<file path="src/rtl/m_ext_div_issuer.sv">
// Execute-stage issuer for the multi-cycle M-extension divider: decode, operand hold, stall and writeback.
// Optional DIV_ZERO_FASTPATH_EN: divide-by-zero completes next cycle without launching the divider.
module m_ext_div_issuer #(
    parameter int TIMEOUT_CYCLES = 64
) (
    input  logic        clk,
    input  logic        rst,
    input  logic        ex_valid,
    input  logic [2:0]  ex_funct3,
    input  logic [31:0] ex_rs1,
    input  logic [31:0] ex_rs2,
    input  logic [4:0]  ex_rd,
    input  logic        flush,
    output logic        stall,
    output logic        wb_valid,
    output logic [4:0]  wb_rd,
    output logic [31:0] wb_data,
    output logic        err_timeout,
    output logic [2:0]  div_divsel,
    output logic [31:0] div_a,
    output logic [31:0] div_b,
    input  logic        div_ready,
    input  logic [31:0] div_res
);

    localparam int WD_W = $clog2(TIMEOUT_CYCLES + 1);

    localparam logic [1:0] S_IDLE  = 2'd0;
    localparam logic [1:0] S_BUSY  = 2'd1;
    localparam logic [1:0] S_DRAIN = 2'd2;

    logic [1:0]      state_reg;
    logic [31:0]     a_reg;
    logic [31:0]     b_reg;
    logic [4:0]      rd_reg;
    logic [2:0]      divsel_reg;
    logic [WD_W-1:0] wdog_reg;
    logic            wb_valid_reg;
    logic [31:0]     wb_data_reg;
    logic [4:0]      wb_rd_reg;
    logic            err_reg;

    logic        is_div;
    logic        accept;
    logic        zero_fast;
    logic [31:0] fast_res;
    logic [2:0]  divsel_map;

    always_comb begin
        divsel_map = 3'b100;
        case (ex_funct3[1:0])
            2'b00:   divsel_map = 3'b001;
            2'b01:   divsel_map = 3'b010;
            2'b10:   divsel_map = 3'b011;
            default: divsel_map = 3'b100;
        endcase
    end

    assign is_div = ex_valid & ex_funct3[2];
    // The op that just completed is still sitting in EX while wb_valid is high; never re-accept it.
    assign accept = (state_reg == S_IDLE) & is_div & ~flush & ~wb_valid_reg;
    assign stall  = is_div & ~wb_valid_reg & ((state_reg != S_IDLE) | accept);

`ifdef DIV_ZERO_FASTPATH_EN
    assign zero_fast = accept & (ex_rs2 == 32'd0);
    assign fast_res  = ex_funct3[1] ? ex_rs1 : 32'hFFFF_FFFF;
`else
    assign zero_fast = 1'b0;
    assign fast_res  = 32'd0;
`endif

    assign div_divsel  = (state_reg == S_BUSY) ? divsel_reg : 3'b000;
    assign div_a       = a_reg;
    assign div_b       = b_reg;
    assign wb_valid    = wb_valid_reg;
    assign wb_data     = wb_data_reg;
    assign wb_rd       = wb_rd_reg;
    assign err_timeout = err_reg;

    always_ff @(posedge clk or posedge rst) begin
        if (rst) begin
            state_reg    <= S_IDLE;
            a_reg        <= 32'd0;
            b_reg        <= 32'd0;
            rd_reg       <= 5'd0;
            divsel_reg   <= 3'd0;
            wdog_reg     <= '0;
            wb_valid_reg <= 1'b0;
            wb_data_reg  <= 32'd0;
            wb_rd_reg    <= 5'd0;
            err_reg      <= 1'b0;
        end else begin
            wb_valid_reg <= 1'b0;
            err_reg      <= 1'b0;
            case (state_reg)
                S_IDLE: begin
                    if (accept) begin
                        a_reg      <= ex_rs1;
                        b_reg      <= ex_rs2;
                        rd_reg     <= ex_rd;
                        divsel_reg <= divsel_map;
                        wdog_reg   <= '0;
                        if (zero_fast) begin
                            wb_valid_reg <= 1'b1;
                            wb_data_reg  <= fast_res;
                            wb_rd_reg    <= ex_rd;
                        end else begin
                            state_reg <= S_BUSY;
                        end
                    end
                end
                S_BUSY: begin
                    wdog_reg <= wdog_reg + 1'b1;
                    // Flush beats a simultaneous ready; ready beats the watchdog.
                    if (flush) begin
                        state_reg <= S_DRAIN;
                    end else if (div_ready) begin
                        wb_valid_reg <= 1'b1;
                        wb_data_reg  <= div_res;
                        wb_rd_reg    <= rd_reg;
                        state_reg    <= S_DRAIN;
                    end else if (wdog_reg == WD_W'(TIMEOUT_CYCLES - 1)) begin
                        err_reg   <= 1'b1;
                        state_reg <= S_DRAIN;
                    end
                end
                S_DRAIN: begin
                    if (!div_ready) state_reg <= S_IDLE;
                end
                default: state_reg <= S_IDLE;
            endcase
        end
    end

endmodule

</file>
<file path="config.mk">
export PLATFORM = sky130hd
export DESIGN_NAME = m_ext_div_issuer
export DESIGN_NICKNAME = d
export VERILOG_FILES = /design/src/rtl/m_ext_div_issuer.sv
export SDC_FILE = /design/constraint.sdc
export NUM_CORES = 1
export LEC_CHECK = 0
export ABC_AREA = 1
export BUFFER_PORTS_ARGS = -buffer_cell sky130_fd_sc_hd__clkbuf_2
export CORE_ASPECT_RATIO = 1.75
export CORE_MARGIN = 8
export CORE_UTILIZATION = 48
export CTS_BUF_LIST = sky130_fd_sc_hd__clkbuf_8
export DETAILED_ROUTE_END_ITERATION = 8
export GPL_TIMING_DRIVEN = 0
export PLACE_DENSITY_LB_ADDON = 0.05
export SETUP_SLACK_MARGIN = 0.4
export SLEW_MARGIN = 10
export SYNTH_ARGS = -nofsm -noshare
export SYNTH_HDL_FRONTEND = slang
export SYNTH_SLANG_ARGS = --single-unit
</file>
<file path="constraint.sdc">
create_clock -name clk -period 4.9 [get_ports clk]
set_input_delay 1.225 -clock clk [delete_from_list [all_inputs] [get_ports clk]]
set_output_delay 1.225 -clock clk [all_outputs]
set_load 0.01 [all_outputs]
</file>
==> results.cfg <==
[sta]
post-route-period-util_pct = 61.3
tns_ns = 0
slew_headroom_pct = 67.3
drv_slew = 0
fin_ws_ns = 1.89
setup_viol = 0
min_period_ns = 3.01
worst_pin_slew_ns = 0.491
hold_viol = 0
fmax_ghz = 0.333
finClkSkew_ns = 0.0112
rsz0062_at_grt = false

[synthesis]
yosysTopAreaCellShare_pct = 63.1
syn_nets = 647
ys_warn_count = 0
synth_area_leader_cell = dfrtp_1
syn_inst = 534
ys_types = 22
ys.flop_type = dfrtp_1
synth_area_per_cell_um2 = 8.92
synth_most_common_cell = nand2_1
yosysSeqAreaShare_pct = 63.1
syn-cell-area_um2 = 4760
ys_top_cells_by_count = nand2_1, dfrtp_1, o21ai_0
ys_seq_elements = 120
synth-async-reset-ratio_pct = 100
synth_enable_flop_cells = 0
synth_area_leaders = dfrtp_1, nand2_1, buf_6

[power]
ir_drop_v = 0.000289
p_per_area_nw_per_um2 = 481
total_power_w = 0.00312
p_leak_nw = 3.86

[global_routing]
grt-ovfl-total = 0
first_global_vias = 4415
grt_max_degree = 68
track_usage_pct = 20.1
antenna_found_initial = 0
grt_pass1_wl_um = 21400

[clock_network]
clock_latency_ns = 0.43
cts_resized = 0
cts_made_buffers = 17
cts_sinks = 120
cts-hold-fix-buffers = 0
htree_levels = 4
cts_setup_buffers = 0
clk_pin_slew_ns = 0.06
ctsRootBufferMaster = clkbuf_8
cts_tree = yes
clockBufferDepth = 2

[detailed_routing]
dr.first_iter.drc_count = 176
drt_wl_total_um = 13200
ant_nets = 0
vias = 4265
first_pass_iters = 5
routed_via_density = 4.70
post-route-drc-count = 0
wl_per_cell_um = 14.6

[place]
portBuffers = 215
dp_hpwl_um = 10100
place_inst = 875
post-place-ws_ns = 1.89
placed_cell_area_um2 = 6030
place.gp.congestion = 0.807

[setup_path]
cpMostUsedCell = clkbuf_2
ff2ff_setup_slack_ns = 3.56
endpoint_kind = primary output
setup.worst_path.start_class = primary input
cp.arrival_ns = 1.78
reg2reg_from = state_reg[0]$_DFFE_PP0P_
crit_start = ex_valid
path_max_fanout = 3
critPathRequiredTime_ns = 3.67
r2r_cells = 9
path_depth = 4
criticalPathCategory = in2out
path_cells = clkbuf_2, nand3_1, a31oi_1, clkbuf_2
crit_slowest_cell = a31oi_1
crit_end = stall
slowest_delay_ns = 0.19
r2r-end = div_a[2]$_DFFE_PP0P_
critPathBufInv = 2
cp_top_family = buffers and inverters

[die]
fp.coreArea_um2 = 9790
die_w_um = 91.3
rows = 48
die_y_um = 148
initial_core_util_pct = 48.6
ios = 216
die_area_um2 = 13500

[hold_path]
hold_depth = 2
min_path_type = reg2reg
min-delay-start = wb_data[11]$_DFFE_PP0P_

[flow_run]
cap_viol_max_count = 0

[finish]
area_delta_synth_final_pct = 36.3
nets = 882
diodes = 0
drive_gt1_share_pct = 35.8
stdcell_count = 907
postLayoutCellArea_um2 = 6490

[run_status]
status = finished, final reports clean
==> final cells by class <==
| type | count | area [µm²] |
|---|---|---|
| Fill cell | 833 | 3300 |
| Sequential cell | 120 | 3000 |
| Multi-Input combinational cell | 369 | 1490 |
| Timing Repair Buffer | 216 | 1100 |
| Clock buffer | 19 | 262 |
| Clock inverter | 13 | 203 |
| Buffer | 24 | 188 |
| Tap cell | 125 | 156 |
| Inverter | 21 | 85.1 |
==> worst min-delay path by stage <==
| stage | to | slack, ns |
|---|---|---|
| after floorplan | wb_rd[4]$_DFFE_PP0P_ | 0.44 |
| after global placement | div_b[3]$_DFFE_PP0P_ | 0.46 |
| after detailed placement | div_b[27]$_DFFE_PP0P_ | 0.46 |
| after CTS | wb_data[11]$_DFFE_PP0P_ | 0.48 |
| after global routing | wb_data[1]$_DFFE_PP0P_ | 0.49 |
| final | wb_data[11]$_DFFE_PP0P_ | 0.48 |
==> logic make-up after synthesis <==
| group | Yosys count | synth area share, % |
|---|---|---|
| fa+ha+maj | 4 | 1.05 |
| flops | 120 | 63.1 |
| xor+xnor | 1 | 0.184 |
| buf+inv | 45 | 5.62 |
| compound gates | 23 | 2.50 |
| simple gates | 341 | 27.6 |
==> routing by layer <==
layer	track usage, %	wire, µm	up-vias
met5	0	0	-
met4	10.1	467	0
met3	8.84	1100	35
met2	34.2	6660	180
met1	20.4	5020	1953
li1	-	-	2097
==> power breakdown <==
group	leakage, nW	internal [W]	switching [W]
registers	1.52	0.00124	0.000144
logic	2.11	0.000303	0.000413
clock network	0.231	0.000629	0.000395
==> through the flow <==
stage               hold WS [ns]  utilization [%]
floorplan                  0.442                -
global placement           0.463             61.2
detailed placement         0.464             61.6
CTS                        0.482             66.3
global route               0.494             66.3
finish                     0.478             66.3
==> worst reg2reg max path, stage by stage (launching register included) <==
cell     delay [ns]
dfrtp_1        0.40
inv_2          0.07
nand2_1        0.08
nor2_2         0.11
nand2_2        0.08
inv_2          0.08
buf_6          0.17
buf_6          0.16
nand2_1        0.06
nand2_1        0.05
==> layout by cell type (no fill, tap or decap), drive strengths merged <==
master / n
dfrtp: 120
o21bai: 1
a21oi: 4
inv: 22
o21ai: 17
nand3: 10
nor3: 1
nand4: 2
clkbuf: 234
clkinvlp: 3
ha: 4
nor2: 9
xnor2: 1
buf: 25
nor4: 1
nand2: 318
clkinv: 4
a31oi: 1
bufinv: 5
Power figures use the tool's default switching activity.
